<file path="config.mk">
export PLATFORM = sky130hd
export DESIGN_NAME = seg_scan_driver
export DESIGN_NICKNAME = d
export VERILOG_FILES = /design/src/rtl/seg_pkg.sv /design/src/rtl/seg7_decode.sv /design/src/rtl/seg_scan_driver.sv
export SDC_FILE = /design/constraint.sdc
export NUM_CORES = 1
export LEC_CHECK = 0
export ABC_AREA = 1
export BUFFER_PORTS_ARGS = -buffer_cell sky130_fd_sc_hd__buf_2
export CAP_MARGIN = 20
export CORE_MARGIN = 2
export CORE_UTILIZATION = 30
export CTS_BUF_LIST = sky130_fd_sc_hd__clkbuf_16
export DETAILED_ROUTE_END_ITERATION = 16
export HOLD_SLACK_MARGIN = 0.1
export SLEW_MARGIN = 30
export SYNTH_ARGS = -nofsm -noshare
export SYNTH_HDL_FRONTEND = slang
export SYNTH_HIERARCHICAL = 1
export SYNTH_SLANG_ARGS = --single-unit
export TNS_END_PERCENT = 5
</file>
<file path="constraint.sdc">
create_clock -name clk -period 2.3 [get_ports clk]
set_input_delay 0.23 -clock clk [delete_from_list [all_inputs] [get_ports clk]]
set_output_delay 0.23 -clock clk [all_outputs]
set_load 0.02 [all_outputs]
</file>
<file path="src/rtl/seg_pkg.sv">
// Shared constants for the stopwatch 7-segment scan driver.
// Codes are active-low {dp,g,f,e,d,c,b,a}.
package seg_pkg;

    localparam logic [7:0] SEG_BLANK = 8'hFF;

    localparam logic [7:0] SEG_D0 = 8'hC0;
    localparam logic [7:0] SEG_D1 = 8'hF9;
    localparam logic [7:0] SEG_D2 = 8'hA4;
    localparam logic [7:0] SEG_D3 = 8'hB0;
    localparam logic [7:0] SEG_D4 = 8'h99;
    localparam logic [7:0] SEG_D5 = 8'h92;
    localparam logic [7:0] SEG_D6 = 8'h82;
    localparam logic [7:0] SEG_D7 = 8'hF8;
    localparam logic [7:0] SEG_D8 = 8'h80;
    localparam logic [7:0] SEG_D9 = 8'h90;

    localparam logic [1:0] DIGIT_SEC0 = 2'd0;
    localparam logic [1:0] DIGIT_SEC1 = 2'd1;
    localparam logic [1:0] DIGIT_MIN0 = 2'd2;
    localparam logic [1:0] DIGIT_MIN1 = 2'd3;

endpackage

</file>
<file path="src/rtl/seg7_decode.sv">
// BCD digit to active-low 7-segment code.
// Values above 9 decode to a blank pattern.
module seg7_decode
    import seg_pkg::*;
(
    input  logic [3:0] value,
    output logic [7:0] code
);

    always_comb begin
        code = SEG_BLANK;
        case (value)
            4'd0: code = SEG_D0;
            4'd1: code = SEG_D1;
            4'd2: code = SEG_D2;
            4'd3: code = SEG_D3;
            4'd4: code = SEG_D4;
            4'd5: code = SEG_D5;
            4'd6: code = SEG_D6;
            4'd7: code = SEG_D7;
            4'd8: code = SEG_D8;
            4'd9: code = SEG_D9;
            default: code = SEG_BLANK;
        endcase
    end

endmodule

</file>
<file path="src/rtl/seg_scan_driver.sv">
// Multiplexed 4-digit 7-segment driver with adjust/pause blinking.
// All timing is derived from clock enables on clk.
module seg_scan_driver
    import seg_pkg::*;
#(
    parameter int SCAN_DIV  = 250000,
    parameter int BLINK_DIV = 50000000
) (
    input  logic       clk,
    input  logic       arst_i,
    input  logic [3:0] sec0,
    input  logic [2:0] sec1,
    input  logic [3:0] min0,
    input  logic [2:0] min1,
    input  logic       adj,
    input  logic [1:0] sel,
    input  logic       pause,
    output logic [7:0] seg,
    output logic [3:0] an
);

    localparam int SW = $clog2(SCAN_DIV);
    localparam int BW = $clog2(BLINK_DIV);

    logic [SW-1:0] scan_cnt;
    logic [1:0]    digit_idx;
    logic [BW-1:0] blink_cnt;
    logic          blink_vis;

    logic          scan_tick;
    logic          blink_en;
    logic          blink_wrap;
    logic [3:0]    dig_val;
    logic          dig_ok;
    logic [7:0]    dec_code;
    logic [7:0]    code;
    logic          blink_mask;
    logic          blank;
    logic          dp_lit;
    logic          sel_unused;

    assign sel_unused = sel[1];

    assign scan_tick  = (scan_cnt == SW'(SCAN_DIV - 1));
    assign blink_en   = adj | pause;
    assign blink_wrap = (blink_cnt == BW'(BLINK_DIV - 1));

    // Tens digits are 3 bits wide; 6 and 7 are out of range for them.
    always_comb begin
        dig_val = 4'd0;
        dig_ok  = 1'b1;
        case (digit_idx)
            DIGIT_SEC0: dig_val = sec0;
            DIGIT_SEC1: begin
                dig_val = {1'b0, sec1};
                dig_ok  = (sec1 < 3'd6);
            end
            DIGIT_MIN0: dig_val = min0;
            DIGIT_MIN1: begin
                dig_val = {1'b0, min1};
                dig_ok  = (min1 < 3'd6);
            end
            default: dig_val = 4'd0;
        endcase
    end

    seg7_decode u_dec (
        .value (dig_val),
        .code  (dec_code)
    );

    assign code = dig_ok ? dec_code : SEG_BLANK;

    // Adjust mode overrides pause when choosing which digits blink.
    always_comb begin
        blink_mask = 1'b0;
        if (adj) begin
            if (sel[0])
                blink_mask = (digit_idx == DIGIT_SEC0) ||
                             (digit_idx == DIGIT_SEC1);
            else
                blink_mask = (digit_idx == DIGIT_MIN0) ||
                             (digit_idx == DIGIT_MIN1);
        end else if (pause) begin
            blink_mask = 1'b1;
        end
    end

    assign blank  = blink_mask & ~blink_vis;
    assign dp_lit = (digit_idx == DIGIT_MIN0) && (code != SEG_BLANK);

    always_ff @(posedge clk or posedge arst_i) begin
        if (arst_i) begin
            scan_cnt  <= '0;
            digit_idx <= 2'd0;
        end else if (scan_tick) begin
            scan_cnt  <= '0;
            digit_idx <= digit_idx + 2'd1;
        end else begin
            scan_cnt  <= scan_cnt + SW'(1);
        end
    end

    always_ff @(posedge clk or posedge arst_i) begin
        if (arst_i) begin
            blink_cnt <= '0;
            blink_vis <= 1'b1;
        end else if (!blink_en) begin
            blink_cnt <= '0;
            blink_vis <= 1'b1;
        end else if (blink_wrap) begin
            blink_cnt <= '0;
            blink_vis <= ~blink_vis;
        end else begin
            blink_cnt <= blink_cnt + BW'(1);
        end
    end

    always_ff @(posedge clk or posedge arst_i) begin
        if (arst_i) begin
            an  <= 4'b1111;
            seg <= SEG_BLANK;
        end else begin
            an  <= ~(4'b0001 << digit_idx);
            seg <= blank ? SEG_BLANK : {~dp_lit, code[6:0]};
        end
    end

endmodule

</file>
After elaboration in Yosys (flattened, before gate mapping)
Memories as Yosys holds them, arrays and structs flattened.
Cells that the tools add are included.
- mux-type cells: 12
- shift operators: 1
- $lt $le $gt $ge: 2
- reduce and logical (&&, ||, !) cells: 4
- equality and inequality tests: 7
- $add $sub $neg: 3
- bitwise logic cells: 5
- operator list (operator ; count):
    $mux 26 ; 2
    $add 26x1->26 const B ; 1
    $eq 26x26->1 const B ; 1
    $add 18x1->18 const B ; 1
    $eq 18x18->1 const B ; 1
    $mux 18 ; 1
    $mux 8 ; 2
    $pmux 4 s4 ; 1
    $ne 8x8->1 const B ; 1
    $lt 3x3->1 const B ; 2
    $mux 1 ; 5
    $eq 2x2->1 const B ; 2
    $not 4->4 ; 1
    $shl 1x2->4 const A ; 1
    $add 2x1->2 const B ; 1
    $eq 2x1->1 const B ; 1
    $logic_not 2->1 ; 1
    $logic_or 1x1->1 ; 2
    $ne 2x1->1 const B ; 1
    $not 1->1 ; 2
    $pmux 1 s2 ; 1
    $and 1x1->1 ; 1
    $logic_and 1x1->1 ; 1
    $or 1x1->1 ; 1
- output and inout bits: 12
- bits in registers: 59
- memory bits (read-only): 112
- input port bits: 20
- memories: 1
- memories (name ; words ; bits a word ; rd ports ; clocked after memory_dff ; write ports ; RTL line ; text):
    (no name shown) ; 16 ; 7 ; 1 ; 0 ; 0 ; seg7_decode.sv:12 ; case (value)

Longest topological paths before layout
An unclocked memory read counts as a cell.
- word-level depth: 8
- depth in mapped cells: 15

Hierarchy
Netlist, hierarchy kept.
- modules (own cells, without submodules) (module ; area each (sq um) ; seq. area each (sq um) ; cells an instance ; instances):
    seg_scan_driver ; 3308.2 ; 1492.7 ; 435 ; 1
    seg7_decode ; 198.9 ; 0.0 ; 37 ; 1

Worst setup path after synthesis
Ideal clock, no wire load.
- path type: register to register
- start: reg digit_idx[0]
- end: reg seg[7]
- data arrival time: 2.085 ns
- path buffers: 0
- data required time: 2.232 ns
- path slack: 0.147 ns
- stages on the path, launching flop included: 15
- library setup time: 0.068 ns
- path through: dfrtp_1 > inv_1 > ha_1 > inv_1 > nor2_1 > a31oi_1 > inv_1 > ha_1 > nand2_1 > nand3_1 > nand2_1 > inv_1 > o21ai_0 > nand3_1 > nand3_1
- word-level cells in the longest chain between the ends: 8
- ends and longest elaborated chain (item ; RTL line ; text):
    from (decl) ; seg_scan_driver.sv:26 ; logic [1:0] digit_idx;
    from (signal assigned) ; seg_scan_driver.sv:98 ; digit_idx <= digit_idx + 2'd1;
    $eq 2x2->1 (tied with other cells) ; seg_scan_driver.sv:52 ; case (digit_idx)
    $pmux 4 s4 * ; seg_scan_driver.sv:52 ;
    named net dig_val[1] ; seg_scan_driver.sv:33 ; logic [3:0] dig_val;
    $mem_v2 16x7 * ; - ;
    named net dec_code[3] ; seg_scan_driver.sv:35 ; logic [7:0] dec_code;
    $mux 8 * ; seg_scan_driver.sv:72 ; assign code = dig_ok ? dec_code : SEG_BLANK;
    $ne 8x8->1 * ; seg_scan_driver.sv:90 ; assign dp_lit = (digit_idx == DIGIT_MIN0) && (code != SEG_BLANK);
    $logic_and 1x1->1 * ; seg_scan_driver.sv:90 ;
    $not 1->1 * ; seg_scan_driver.sv:125 ; seg <= blank ? SEG_BLANK : {~dp_lit, code[6:0]};
    $mux 8 * ; seg_scan_driver.sv:125 ;
    to (signal assigned) ; seg_scan_driver.sv:125 ;
    to (decl) ; seg_scan_driver.sv:18 ; output logic [7:0] seg,
The timed path passes the listed nets; every way through them passes the cells marked *.
A chain may end at the register's enable or synchronous reset.

Final worst setup path
- start: reg digit_idx[1]
- end: reg seg[7]
Same word-level chain as after synthesis.

==> out/results.tsv <==
metric	value	unit
Residual DRC	0	
Post-Syn Area	3507	sq um
Final period util	93.53	%
Final Hold Fails	0	
Post-Syn Instances	472	
Max Slew Vio Count	0	
cell area after placement	3870	sq um
Post-synth ARST share	100.0	%
register area share after synthesis	42.56	%
num rows	39	
largest net degree at the start of global routing	24	
worst skew pair latency	330	ps
# diodes	0	
Fmax achieved	464.9	MHz
NumNets Final	550	
Worst Path Class, Setup	flop to flop	
met1 WL	3.545	mm
Initial Utilization	30.71	%
Syn. warnings	6	
TNS Setup	0	ps
Finished Layout Cells	667	
Critical Path End Type	flop	
CTS tree	done	
clock skew	6.627	ps
Design Power	2.613	mW
Port Buf Inserts	30	
startpoint class of the critical path	flop	
clk buf depth	2	
Avg WL per Cell	11.30	um
initial antenna violation count	0	
area grow syn2layout	19.91	%
dpl hpwl	5.706	mm
pre-CTS setup slack	49.09	ps
vias	3009	
Num CTS Buffers	9	
clk slew on worst S/H paths	50	ps
WL final	7.538	mm
Final GP Congestion	0.8977	
Via density	4.511	
Worst-Margin Slew	626.5	ps
# clock sinks	59	
CP Data Required Time	2560	ps
crit-path max FO	6	
Leak	2.103	nW
met3 routed WL	231	um
Tmin final	2151	ps
Final Cell Area	4205	sq um
top sig layer	met4	
vias in the first global route	2982	
Core Util, Final	36.83	%
met2 wire len	3.635	mm
most frequent cells in the layout	113 x nand2_1, 81 x nor2_1, 74 x inv_1	
grt total ovfl	0	
area of the die	12570	sq um
Post-synth EDFFs	0	
Top FF cell, synth	dfrtp_1	
GRT Resource Usage Total	12.72	%
Routed Antenna Nets	0	
Hold WS	283.1	ps
post-synthesis cell type count	30	
H-tree levels	3	
Synth Area per Inst	7.430	sq um
# fillers	1175	
most common cell after layout, fill and taps aside	nand2_1	
Root Buffer	clkbuf_16	
Hold Crit Class	primary input to flop	
final worst setup slack	148.9	ps
core footprint	11420	sq um
CP arrival	2410	ps
Slew HR	58.08	%
Max Cap Violations	0	
share of cells above drive strength 1	18.51	%
FF+latch count, synth	59	
die width	112.1	um
FF-to-FF setup slack	150	ps
placed cells	649	
# IOs	32	
Max VDD drop	459.3	uV
PwrDens	621.5	nW/um^2
first-pass GRT wire length	13.09	mm
TritonRoute pass-1 iters	6	
Syn Nets	503	
# setup viols final	0	
DRT iter0 DRCs	196	
die extent in y	112.1	um
status	finished, final reports clean	
==> final cells by class <==
class,instances,area (sq um),share of cell area [%]
multi-input combinational,334,1732,41.18
clock inverter,5,23.77,0.5653
sequential,59,1494,35.53
tap,143,178.9,4.255
clock buffer,11,275.3,6.546
timing repair buffer,38,212.7,5.058
inverter,77,289.0,6.873
==> kinds of logic after synthesis <==
family                     synth area share, %
AOI/OAI and AO/OA                        3.746
other                                   0.1069
adders and majority gates                3.924
xor gates and xnor gates                 4.995
and+or+nand+nor                          36.10
DFF                                      42.56
buffers and inverters                    8.562
==> power breakdown <==
| group | internal (mW) | total [mW] | switching, mW |
|---|---|---|---|
| logic | 0.0715 | 0.196 | 0.125 |
| clock network | 0.845 | 1.30 | 0.458 |
| registers | 1.08 | 1.11 | 0.0291 |
| total | 2.00 | 2.61 | 0.612 |
==> path summary, 6_finish.rpt <==
| check | startpoint | endpoint | cells past startpoint |
|---|---|---|---|
| worst min register to register | scan_cnt[0] | scan_cnt[0] | 1 |
| worst min-delay path | pause | blink_cnt[11] | 3 |
| worst max-delay path | digit_idx[1] | seg[7] | 13 |
| worst max register to register | digit_idx[1] | seg[7] | 13 |
| max in group asynchronous | arst_i | an[0] | 4 |
| min in group asynchronous | arst_i | blink_cnt[2] | 3 |
==> metal layers <==
layer	up-vias	track usage [%]
met3	13	3.888
li1	1552	-
met2	55	20.56
met4	0	5.122
met5	-	0
met1	1389	15.91
==> critical path, stage by stage, from the launching register on <==
cell	delay [ps]
dfrtp_2	440
inv_1	90
ha_2	230
nand2_1	60
a31oi_1	220
inv_1	130
ha_1	300
nand2_1	90
nand3_1	90
nand2_1	70
inv_1	50
o21ai_0	140
nand3_1	90
nand3_1	80
==> what timing repair did <==
item                                   CTS  global route
endpoints found under the hold margin   19             0
setup endpoints to repair                0             1
hold buffers                             1             0
resized for setup                        0             6
setup buffers                            0             1
==> registers in the layout, summed over array words and instances, names as in the netlist <==
signal	count
blink_cnt	26
scan_cnt	18
seg	8
an	4
digit_idx	2
blink_vis	1
==> cells in the mapped netlist, types with 5 or more instances <==
library cell | number | share of area (%)
nand2_1 | 113 | 12
xor2_1 | 17 | 4.2
nor2_2 | 7 | 1.2
nand3_1 | 35 | 5.0
inv_1 | 75 | 8.0
dfstp_2 | 13 | 9.7
o21ai_0 | 7 | 1.0
ha_1 | 11 | 3.9
nand2_2 | 6 | 1.1
nand4_1 | 8 | 1.4
dfrtp_1 | 46 | 33
nor2_1 | 81 | 8.7
nand3b_1 | 5 | 1.1
nor3_1 | 9 | 1.3
a21oi_1 | 11 | 1.6
(Power assumes the default switching activity.)
